==> src/rtl/serial_subtractor.sv <==
// Bit-serial two's-complement subtractor, LSB first, with registered borrow.
// Optional signed overflow flag enabled by defining SERIAL_SUB_OVF_EN.
module serial_subtractor #(
    parameter int WIDTH = 8
) (
    input  logic             clk,
    input  logic             rst_n,
    input  logic             start,
    input  logic             bit_valid,
    input  logic             a_bit,
    input  logic             b_bit,
    output logic             diff_bit,
    output logic             diff_valid,
    output logic [WIDTH-1:0] result,
    output logic             borrow_out,
`ifdef SERIAL_SUB_OVF_EN
    output logic             overflow,
`endif
    output logic             busy,
    output logic             done
);

    localparam int CW = $clog2(WIDTH);

    typedef enum logic [1:0] {
        IDLE = 2'd0,
        RUN  = 2'd1,
        DONE = 2'd2
    } state_t;

    state_t        state;
    state_t        state_nxt;
    logic [CW-1:0] cnt;
    logic          br;
    logic          accept;
    logic          last;
    logic          d;
    logic          br_next;

    assign accept  = (state == RUN) && bit_valid;
    assign last    = accept && (cnt == CW'(WIDTH - 1));
    assign d       = a_bit ^ b_bit ^ br;
    assign br_next = (~a_bit & b_bit) | (~(a_bit ^ b_bit) & br);

    always_ff @(posedge clk or negedge rst_n) begin
        if (!rst_n) begin
            state <= IDLE;
        end else begin
            state <= state_nxt;
        end
    end

    always_comb begin
        state_nxt = state;
        unique case (state)
            IDLE: if (start) state_nxt = RUN;
            RUN:  if (last) state_nxt = DONE;
            DONE: state_nxt = IDLE;
            default: state_nxt = IDLE;
        endcase
    end

    always_comb begin
        busy = (state == RUN);
        done = (state == DONE);
    end

    // Counter stops at WIDTH-1 on the final pair so it never wraps.
    always_ff @(posedge clk or negedge rst_n) begin
        if (!rst_n) begin
            cnt        <= '0;
            br         <= 1'b0;
            diff_bit   <= 1'b0;
            diff_valid <= 1'b0;
            result     <= '0;
            borrow_out <= 1'b0;
`ifdef SERIAL_SUB_OVF_EN
            overflow   <= 1'b0;
`endif
        end else begin
            diff_valid <= accept;
            if (state == IDLE && start) begin
                cnt        <= '0;
                br         <= 1'b0;
                result     <= '0;
                borrow_out <= 1'b0;
`ifdef SERIAL_SUB_OVF_EN
                overflow   <= 1'b0;
`endif
            end
            if (accept) begin
                diff_bit <= d;
                result   <= {d, result[WIDTH-1:1]};
                br       <= br_next;
                if (!last) cnt <= cnt + 1'b1;
            end
            if (last) begin
                borrow_out <= br_next;
`ifdef SERIAL_SUB_OVF_EN
                overflow   <= (a_bit ^ b_bit) & (a_bit ^ d);
`endif
            end
        end
    end

endmodule
==> config.mk <==
export PLATFORM = sky130hd
export DESIGN_NAME = serial_subtractor
export DESIGN_NICKNAME = d
export VERILOG_FILES = /design/src/rtl/serial_subtractor.sv
export SDC_FILE = /design/constraint.sdc
export NUM_CORES = 1
export LEC_CHECK = 0
export BUFFER_PORTS_ARGS = -buffer_cell sky130_fd_sc_hd__buf_2
export CORE_MARGIN = 2
export CORE_UTILIZATION = 44
export DETAILED_ROUTE_END_ITERATION = 8
export GPL_TIMING_DRIVEN = 1
export PLACE_DENSITY_LB_ADDON = 0.08
export SLEW_MARGIN = 30
export SYNTH_ARGS = -nofsm -noshare
export SYNTH_HDL_FRONTEND = slang
export SYNTH_SLANG_ARGS = --single-unit
==> constraint.sdc <==
create_clock -name clk -period 1.6 [get_ports clk]
set_input_delay 0.32 -clock clk [delete_from_list [all_inputs] [get_ports clk]]
set_output_delay 0.32 -clock clk [all_outputs]
set_load 0.1 [all_outputs]
Word level (Yosys, flattened, before mapping)
Index checks and enable logic that the tools add are counted.
{"block": "word_totals", "regBits": 17, "inputBits": 6, "out_inout_bits": 13, "word_cells": 38}
{"block": "classes", "n_addsub": 1, "n_eq_ne": 5, "mux": 11, "bitwise": 7, "reduce_logical": 7}
{"cell": "$mux W8", "count": 2}
{"cell": "$mux W3", "count": 3}
{"cell": "$mux W2", "count": 2}
{"cell": "$pmux W2 S2", "count": 1}
{"cell": "$reduce_bool A2 Y1", "count": 2}
{"cell": "$add A3 B1 Y3 const B", "count": 1}
{"cell": "$eq A3 B3 Y1 const B", "count": 1}
{"cell": "$logic_and A1 B1 Y1", "count": 3}
{"cell": "$mux W1", "count": 3}
{"cell": "$and A1 B1 Y1", "count": 2}
{"cell": "$eq A2 B1 Y1 const B", "count": 1}
{"cell": "$eq A2 B2 Y1 const B", "count": 1}
{"cell": "$logic_not A2 Y1", "count": 1}
{"cell": "$ne A2 B1 Y1 const B", "count": 1}
{"cell": "$ne A2 B2 Y1 const B", "count": 1}
{"cell": "$not A1 Y1", "count": 2}
{"cell": "$reduce_and A2 Y1", "count": 1}
{"cell": "$xor A1 B1 Y1", "count": 2}
{"cell": "$or A1 B1 Y1", "count": 1}

Depth between registers and ports, before layout
{"block": "logic_depth", "ltp_word": 5, "mapped_depth": 5, "mapped_depth_nobuf": 5}

Worst setup path after synthesis
No wires, ideal clock.
{"block": "synth_timing", "kind": "flip-flop to flip-flop", "startpoint": "register state[0]", "endpoint": "register state[0]", "arrival_time_ns": 2.085, "t_required_ns": 1.531, "slack_ns": -0.554, "stages_incl_launch_ff": 3, "n_path_buf": 0, "cell_sequence": "dfrtp_1 > nor2b_1 > a21o_2"}
{"block": "synth_via", "elab_chain_len": 5, "word_cells_on_any_way": 8, "cone_classes": "3 x eq/ne; 1 x mux; 4 x reduce/logical"}
{"element": "from (decl)", "line": "31", "text": "state_t state;"}
{"element": "from (signal assigned)", "line": "49", "text": "state <= state_nxt;"}
{"element": "$eq A2 B1 Y1 *"}
{"element": "via busy", "line": "19", "text": "output logic busy,"}
{"element": "$logic_and A1 B1 Y1", "line": "40", "text": "assign accept = (state == RUN) && bit_valid;"}
{"element": "$logic_and A1 B1 Y1", "line": "41", "text": "assign last = accept && (cnt == CW'(WIDTH - 1));"}
{"element": "$ne A2 B1 Y1 (no source line)"}
{"element": "$reduce_and A2 Y1 (no source line)"}
The timed path passes the listed nets; every way through them passes the cells marked *.
A chain may end at the register's enable or synchronous reset.

Worst setup path after layout
{"block": "layout_timing", "startpoint": "register cnt[0]", "endpoint": "register cnt[0]"}
{"block": "layout_via", "elab_chain_len": 4, "word_cells_on_any_way": 6, "cone_classes": "1 x add/sub; 1 x eq/ne; 3 x mux; 1 x reduce/logical"}
{"element": "from (decl)", "line": "33", "text": "logic [CW-1:0] cnt;"}
{"element": "from (signal assigned)", "line": "95", "text": "if (!last) cnt <= cnt + 1'b1;"}
{"element": "branches (longest 3 deep; another with $add A3 B1 Y3)"}
{"element": "$mux W3 *", "line": "91", "text": "if (accept) begin"}
Mark *: on every way between the ends.

==> out/metrics.csv <==
stage,metric,value,unit
run_status,status,completed,
floorplanning,row cnt,14,
drt,post-route ant nets,0,
drt,DR WL/cell,13.6,um
timing,fin. max-slew vios,0,
setup_path,CP Capture Type,flop,
setup_path,Crit Path Max Fanout,3,
timing,final setup violation count,0,
setup_path,R2R Setup Slk,70,ps
global_route,GRT Total Usage,15.2,%
synth,share of the synthesized area in the top cell type,58.9,%
floorplanning,Core ar.,1520,sq um
cells_and_area,antenna cells,0,
timing,Max transition margin,67.7,%
drt,DRT Wirelength,1230,um
drt,DRT Pass-1 Iters,2,
placed_design,Port Buf Inserts,18,
clock_network,clock latency on the worst-skew pair,280,ps
clock_network,Inserted Clock Buffers,3,
timing,Setup Skew,0.753,ps
synth,post-synthesis mux area share,2.08,%
setup_path,WP data arrival,1700,ps
synth,Syn Std Cell Area,722,sq um
floorplanning,Top Ports,19,
placed_design,post-DP HPWL,876,um
setup_path,r2r startpoint,cnt[0],
timing,setup TNS,0,ps
clock_network,CTS tree,done,
clock_network,H-tree depth,1,
global_route,first-pass GRT wire length,2170,um
timing,fmax,654,MHz
global_route,GRT overflow,0,
min_path,class of the worst hold path,input pin to flop,
synth,dominant cells by area after synthesis,"dfrtp_1 59%, a22o_1 13%, ha_1 3.5%",
cells_and_area,"commonest non-fill, non-tap cell in the layout",dfrtp_1,
floorplanning,Die Area,1980,sq um
cells_and_area,fillers,129,
clock_network,clock buffer depth,2,
setup_path,worst path required time,1770,ps
synth,main combinational cell family by area after synthesis,compound AO/OA/AOI/OAI gates,
synth,Mapped Cells,49,
setup_path,Worst Setup SP,cnt[0],
synth,sequential share of the synthesized area,58.9,%
setup_path,Worst Setup EP,cnt[0],
synth,Post-Synth Simple-Gate Area,13.0,%
timing,Final Hold Viols,0,
placed_design,gpl congestion,0.666,
drt,routed via count,475,
cells_and_area,Layout area overhead,27.2,%
synth,XOR/XNOR Fraction of Synth Area,0,%
synth,cell taking the most area after synthesis,dfrtp_1,
drt,remaining routing DRC violations,0,
timing,fin crit share,95.6,%
cells_and_area,Final #Nets,84,
drt,vias per cell,5.28,
floorplanning,DIE WIDTH,44.5,um
floorplanning,die height,44.5,um
setup_path,crit path kind,flop to flop,
floorplanning,Initial Util,47.4,%
synth,compound-cell area share of the yosys netlist,17.2,%
clock_network,clock slew at reported path FFs,90,ps
synth,Synth Area in Adders,6.24,%
clock_network,post-cts resize count,0,
timing,slew of the pin with the lowest slew margin,487,ps
synth,Syn Nets,58,
cells_and_area,most frequent cells in the layout,"17 x dfrtp_1, 16 x buf_2, 11 x a22o_1",
setup_path,R2R Path End,cnt[0],
setup_path,CP startpoint kind,flop,
timing,minimum period implied by the final worst setup slack,1530,ps
timing,RSZ-0062 raised after global routing,false,
synth,yosys warns,0,
drt,initial DRC count,3,
timing,Fin Hold WS,367,ps
cells_and_area,proportion of layout cells with a drive suffix above 1,45.9,%
global_route,via count of the first global-routing pass,476,
global_route,initial antenna violation count,0,
synth,Seq cells post-synth,17,
synth,Yosys cell types,21,
global_route,pin count of the biggest net entering global routing,18,
job,MaxCap Viol Count,0,
setup_path,Worst R2R Path Depth,5,
synth,"Avg Cell Area, Syn",14.7,sq um
clock_network,clock sink count,17,
clock_network,Root Buffer,clkbuf_4,
==> state kept, by name, summed over array words and instances, names as in the netlist <==
register and cells:
br 1, cnt 3, diff_bit 1, result 8, borrow_out 1, state 2, diff_valid 1
==> cells in the mapped netlist, drive strengths merged <==
cell / count
a21o: 1
a21oi: 1
a22o: 11
and2: 1
and2b: 1
and4bb: 1
buf: 1
dfrtp: 17
fa: 1
ha: 2
inv: 2
mux2: 1
nand2: 2
nand3b: 1
nor2: 2
nor2b: 1
nor3b: 1
o21ai: 1
o2bb2ai: 1
==> metal layers <==
metal	GRT usage [%]	part of all wire, %	up-vias
met5	0	0	-
met4	1.82	0	0
met3	4.90	5.3	0
met2	22.0	44	14
met1	23.1	51	228
li1	-	-	233
==> repair_timing <==
item	4_1_cts	5_1_grt
hold endpoints to repair	17	0
setup buffers	1	1
pin swaps	0	1
hold buffers	1	0
setup endpoints to repair	1	1
==> area by class of cell <==
class	count	area [sq um]	share of cell area, %
Clock buffer	3	22.5	2.45
Clock inverter	1	5.00	0.545
Inverter	2	7.51	0.817
Multi-Input combinational cell	29	285	31.1
Sequential cell	17	425	46.3
Tap cell	16	20.0	2.18
Timing Repair Buffer	22	153	16.6
==> worst max-delay path: stages (launching register included) <==
cell	delay [ps]
dfrtp_1	400
ha_1	200
ha_1	190
and4bb_4	310
nor2_2	50
mux2_4	270
==> stage by stage <==
step	area, sq um	cells	util [%]	worst slack, ps
after detailed placement	866	83	56.8	12.0
after floorplan	729	49	-	52.7
after global placement	866	83	56.8	56.2
after global routing	918	90	60.3	28.7
after CTS	911	89	59.8	20.2
final	918	90	60.3	71.0
==> cell families after synthesis <==
logic type	count (synthesis)
compound gates	15
fa+ha+maj	3
buf+inv	3
flops	17
mux	1
simple gates	10
==> how the worst min path moves through the flow <==
stage,from,endpoint,slack [ps],cells after the start
floorplan,rst_n,borrow_out,20,0
global placement,rst_n,state[0],260,1
detailed placement,rst_n,state[0],260,1
CTS,bit_valid,result[7],360,3
global route,bit_valid,result[7],360,3
finish,bit_valid,result[7],370,3
Power is left out: the tool's default activity adds up to more than one toggle a clock period on the data nets, which glitch-free logic cannot reach.
